## config.mk

```make
export PLATFORM = sky130hd
export DESIGN_NAME = uart_tx_frame
export DESIGN_NICKNAME = d
export VERILOG_FILES = /design/src/rtl/uart_tx_frame.sv
export SDC_FILE = /design/constraint.sdc
export NUM_CORES = 1
export LEC_CHECK = 0
export CAP_MARGIN = 15
export CORE_MARGIN = 2
export CORE_UTILIZATION = 55
export DETAILED_ROUTE_END_ITERATION = 12
export MAX_ROUTING_LAYER = met4
export PLACE_DENSITY = 0.77
export SYNTH_ARGS = -nofsm -noshare
export SYNTH_HDL_FRONTEND = slang
export SYNTH_SLANG_ARGS = --single-unit
```

## constraint.sdc

```tcl
create_clock -name clk -period 2.6 [get_ports clk]
set_input_delay 0.52 -clock clk [delete_from_list [all_inputs] [get_ports clk]]
set_output_delay 0.52 -clock clk [all_outputs]
set_load 0.1 [all_outputs]
```

## src/rtl/uart_tx_frame.sv

```systemverilog
// UART transmit framer: start bit, 8 data bits LSB first, a parity slot and STOP_BITS stop bits.
// Every output is registered, so nothing on the pad side ever sees a combinational path from the host.
`timescale 1ns/1ps

module uart_tx_frame #(
  parameter int CLKS_PER_BIT = 434,
  parameter int STOP_BITS    = 1
) (
  input  logic       clk,
  input  logic       reset_n,
  input  logic       send,
  input  logic [7:0] data_in,
  input  logic [1:0] parity_type,
  output logic       tx_out,
  output logic       busy,
  output logic       done
);

  localparam int CNT_W = (CLKS_PER_BIT > 2) ? $clog2(CLKS_PER_BIT) : 1;
  localparam logic [CNT_W-1:0] BAUD_LAST = CNT_W'(CLKS_PER_BIT - 1);
  localparam logic STOP_LAST = 1'(STOP_BITS - 1);

  typedef enum logic [2:0] {
    IDLE,
    START,
    DATA,
    PARITY,
    STOP
  } state_t;

  state_t           state;
  state_t           state_next;
  logic [CNT_W-1:0] baud_cnt;
  logic [CNT_W-1:0] baud_next;
  logic [2:0]       bit_idx;
  logic [2:0]       bit_idx_next;
  logic             stop_cnt;
  logic             stop_cnt_next;
  logic [7:0]       data_reg;
  logic [7:0]       data_next;
  logic [1:0]       ptype_reg;
  logic [1:0]       ptype_next;
  logic             tx_next;
  logic             busy_next;
  logic             done_next;
  logic             baud_last;
  logic             stop_last;

  assign baud_last = (baud_cnt == BAUD_LAST);
  assign stop_last = (stop_cnt == STOP_LAST);

  always_ff @(posedge clk or negedge reset_n) begin
    if (!reset_n) begin
      state     <= IDLE;
      baud_cnt  <= '0;
      bit_idx   <= '0;
      stop_cnt  <= 1'b0;
      data_reg  <= '0;
      ptype_reg <= '0;
      tx_out    <= 1'b1;
      busy      <= 1'b0;
      done      <= 1'b0;
    end else begin
      state     <= state_next;
      baud_cnt  <= baud_next;
      bit_idx   <= bit_idx_next;
      stop_cnt  <= stop_cnt_next;
      data_reg  <= data_next;
      ptype_reg <= ptype_next;
      tx_out    <= tx_next;
      busy      <= busy_next;
      done      <= done_next;
    end
  end

  // Every bit slot shares one baud counter; slot boundaries are its terminal count.
  always_comb begin
    state_next    = state;
    baud_next     = baud_cnt;
    bit_idx_next  = bit_idx;
    stop_cnt_next = stop_cnt;
    data_next     = data_reg;
    ptype_next    = ptype_reg;

    if (state != IDLE) begin
      baud_next = baud_last ? '0 : baud_cnt + CNT_W'(1);
    end

    case (state)
      IDLE: begin
        baud_next = '0;
        if (send && !busy) begin
          state_next    = START;
          data_next     = data_in;
          ptype_next    = parity_type;
          bit_idx_next  = '0;
          stop_cnt_next = 1'b0;
        end
      end
      START: begin
        if (baud_last) begin
          state_next   = DATA;
          bit_idx_next = '0;
        end
      end
      DATA: begin
        if (baud_last) begin
          if (bit_idx == 3'd7) begin
            state_next = PARITY;
          end else begin
            bit_idx_next = bit_idx + 3'd1;
          end
        end
      end
      PARITY: begin
        if (baud_last) begin
          state_next    = STOP;
          stop_cnt_next = 1'b0;
        end
      end
      STOP: begin
        if (baud_last) begin
          if (stop_last) begin
            state_next = IDLE;
          end else begin
            stop_cnt_next = stop_cnt + 1'b1;
          end
        end
      end
      default: state_next = IDLE;
    endcase
  end

  // Outputs are computed from the upcoming state so the registered line changes on the slot edge.
  always_comb begin
    tx_next   = 1'b1;
    busy_next = (state_next != IDLE);
    done_next = (state == STOP) && baud_last && stop_last;

    case (state_next)
      START:  tx_next = 1'b0;
      DATA:   tx_next = data_next[bit_idx_next];
      PARITY: begin
        case (ptype_next)
          2'b10:   tx_next = ^data_next;
          2'b01:   tx_next = ~^data_next;
          default: tx_next = 1'b1;
        endcase
      end
      default: tx_next = 1'b1;
    endcase
  end

endmodule

```

==> summary by stage <==
Synth
In the synthesized netlist, the cells that appear most often are sky130_fd_sc_hd__dfrtp_1, sky130_fd_sc_hd__nor2_1, sky130_fd_sc_hd__xnor2_1. The net count after synthesis is 169. Of all flip-flops after synthesis, the portion carrying an async set or reset was 1.00.

By area the synthesized netlist is led by sky130_fd_sc_hd__dfrtp_1, sky130_fd_sc_hd__xnor2_1, sky130_fd_sc_hd__mux2_2. Counting flops with a built-in enable in the synthesized netlist gives 0. By instance count, the leading cell after synthesis is sky130_fd_sc_hd__dfrtp_1. The synthesized cell area is around 0.0016 mm². Each instance of the synthesized netlist takes up on average ~11 µm². The post-synthesis sequential area ratio is 0.437. The number of warnings reported in the yosys synthesis log is 0. The count of unique library cells instantiated by Yosys is 38.

The area share of the largest cell type after synthesis is 0.420. The number of register bits inferred by synthesis is 28. Summed over all instances, the cell type with the most area after synthesis is sky130_fd_sc_hd__dfrtp_1. The cell count after synthesis came out at roughly 150. The most used flip-flop cell after synthesis is sky130_fd_sc_hd__dfrtp_1.

STA
Setup violations remaining at the end of the flow were counted as 0. The tightest hold margin is roughly 0.49 ns. The total count of hold-check failures in the final report came to 0. The worst-case setup margin in the final layout is approximately 0.19 ns.

On the final layout, the worst clock skew is 0.00812 ns. The share of the clock period used by the worst path after layout is 0.927. The worst slew margin relative to its limit is 0.707.

The number of max-slew violations in the final report came to 0. The shortest clock period the worst path allows after layout is 2.41 ns. Setup repair after global routing left no endpoint under its margin. Timing would allow up to between 400 and 500 MHz.

Adding up every negative setup slack in the final design gives 0 ns. For the pin with the worst max-slew slack, the measured transition is around 0.44 ns.

Finish
Of the cells placed in the final design, the portion with a size suffix greater than 1 is 0.193. Fill cells in the final layout number approximately 230. After routing the design area is between 0.0015 and 0.002 mm².

The number of nets in the finished design is 190. The number of diodes added for antenna fixing is 0. Across the whole layout, storage elements account for approximately 700 µm².

The area growth from synthesis to final layout is 14.5%. Summing all multi-input logic gate instances after layout gives around 820 µm². The register with the most flip-flops in the layout has 9 of them. Measured on the finished design, the core utilization comes to 0.667.

Clock tree
The number of clock sinks seen by CTS is 28. After clock tree synthesis, the clock-pin slew on the worst setup and hold paths is about 0.15 ns. Once the clock tree was built, the setup fixing pass inserted 0 buffers. Once the clock tree was built, the resizer swapped 0 gates to a different size.

The later pin in the worst-skew pair is clocked with a latency of ~0.33 ns. The clock passes through at most 2 buffers. CTS placed an instance of sky130_fd_sc_hd__clkbuf_4 at the clock tree root. The number of hold buffers added after CTS was 0. TritonCTS built the clock tree. The number of buffers created by CTS is 3. The H-tree depth is 1.

Global route
The via count of the first global-routing pass was ~1200. Global routing finished with a remaining overflow of 0. The first-pass GRT wire length is 5.46 mm. In the global route stage, overall resource usage came out at 0.218. The maximum number of pins on one net before global-route repair is 29. The number of antenna violations at the first check in global routing is 0.

Setup path
The critical path's largest stage delay is 0.46 ns. The sort of element at the start of the critical path is an input pin. The worst setup path is captured at a flop. The setup slack on the worst flop-to-flop path is a little under 0.3 ns. The maximum net fanout on the critical path is 3. The startpoint identified for the worst register-to-register timing path is baud_cnt[1].

The endpoint required time on the critical path is about 2.9 ns. The number of cells on the worst reg-to-reg path is 9. The sum of buffers and inverters on the critical path is 2. The kind of cell with the highest combined delay on the critical path is buffers and inverters. The slowest stage of the critical path belongs to the cell sky130_fd_sc_hd__clkdlybuf4s50_1. The worst register-to-register path ends at tx_out.

The critical path is of the input pin to flop type. Walking the worst path, the cells encountered are clkdlybuf4s50_1 > nor2b_1 > nand3b_1 > mux2i_1 > inv_1 > ha_1 > nor2_1 > mux2_2 > o21ai_0 > o211a_1. The arrival time of the worst setup path is about 2.7 ns.

Place
The congestion estimate from routability-driven global placement came to roughly 0.9. The placed instances occupy a cell area of 0.00179 mm². The worst setup slack before clock tree synthesis is -0.116 ns. Detailed placement finished with a half-perimeter wire length of approximately 2.3 mm. Input and output buffers added on the ports amount to 15.

Drt
The number of DRC violations after detailed routing is 0. The overall via count from detail_route is 1117. The count of TritonRoute iterations in the first routing pass is 4. The detail route stage leaves a number of antenna-violating nets equal to 0.

The number of DRC markers in iteration 0 is 67. The total wire length is between 3 and 4 mm. The per-cell via count in the routed design is between 5 and 6. After detailed routing, the average wire length per cell comes to ~15 µm.

Worst hold path
The end point of the worst hold path is baud_cnt[0]. The kind of path behind the tightest hold check is flop to flop. The startpoint identified for the worst hold timing path is baud_cnt[0]. Counting instances, the worst hold path has a depth of 1.

Floorplanning
The die is roughly 58 µm wide. The starting density of the core is 0.583. The die area is approximately 0.0034 mm². The placement row count is 19. The floorplan die height is just under 60 µm. The floorplan core area is approximately 0.0028 mm². The I/O pin count is 16.

Power
VDD sags by at most between 0.0003 and 0.0004 V. The power per cell area is about 420 mW/mm². The analysis attributes to cell leakage a power of just under 0.9 nW.

Outcome
The flow ran to the end, and the final reports show no timing, DRC or antenna violations.

Run
The tool flagged a number of max-cap violations equal to 0.
[stage by stage]
step                std cells  power (mW)
finish                    202       0.774
global route              202       0.803
global placement          198       0.497
CTS                       202       0.785
detailed placement        198       0.498
floorplan                 151       0.465
[placed cells by master, fill, tap and decap left out, drive strengths merged, types with 2 or more instances in the layout]
| cell | n |
|---|---|
| o31ai | 3 |
| nand2 | 8 |
| nor2 | 18 |
| xor2 | 4 |
| o211a | 2 |
| o22ai | 2 |
| a31oi | 2 |
| dfrtp | 27 |
| nor2b | 2 |
| mux2i | 5 |
| clkdlybuf4s50 | 12 |
| nand3 | 5 |
| buf | 9 |
| mux2 | 10 |
| inv | 10 |
| and2 | 2 |
| o21ai | 3 |
| xnor2 | 17 |
| or3 | 3 |
| a21oi | 3 |
| nand3b | 2 |
| clkbuf | 3 |
| ha | 5 |
[report_power, final]
| group | leakage, nW | switching [mW] | total (mW) | internal, mW |
|---|---|---|---|---|
| Clock | 0.0279 | 0.129 | 0.285 | 0.156 |
| Combinational | 0.486 | 0.0221 | 0.0520 | 0.0299 |
| Sequential | 0.355 | 0.000414 | 0.437 | 0.436 |
| Total | 0.869 | 0.151 | 0.774 | 0.622 |
[worst max path at each step]
stage | start | end | slack, ns | depth (start not counted)
after detailed placement | send | tx_out | -0.12 | 10
after global placement | send | tx_out | 0.03 | 8
final | send | tx_out | 0.19 | 10
after floorplan | busy | tx_out | 0.28 | 10
after CTS | baud_cnt[1] | tx_out | 0.20 | 9
after global routing | send | tx_out | 0.07 | 10
[cell families (layout without fill, tap and decap cells)]
kind of cell	count (synthesis)	count (layout)	share of synthesized area
buf+inv	15	35	0.0537
fa+ha+maj	5	5	0.0389
xor+xnor	21	21	0.114
flops	28	28	0.437
compound gates	18	18	0.0801
mux	15	15	0.101
simple gates	49	49	0.175
[layer usage]
metal  routed length, µm  track usage  vias to the layer above
met4                  15       0.0764                        0
met1                1510        0.320                      544
met5                   0            -                        -
li1                    -            -                      558
met2                1420        0.317                       13
met3                  73       0.0223                        2
[area by class of cell]
cell class                      instances  area share
Sequential cell                        28       0.382
Inverter                               10      0.0204
Clock inverter                          1      0.0163
Clock buffer                            3      0.0122
Timing Repair Buffer                   21       0.102
Multi-Input combinational cell        108       0.446
Tap cell                               31      0.0211
(Power assumes the default switching activity.)
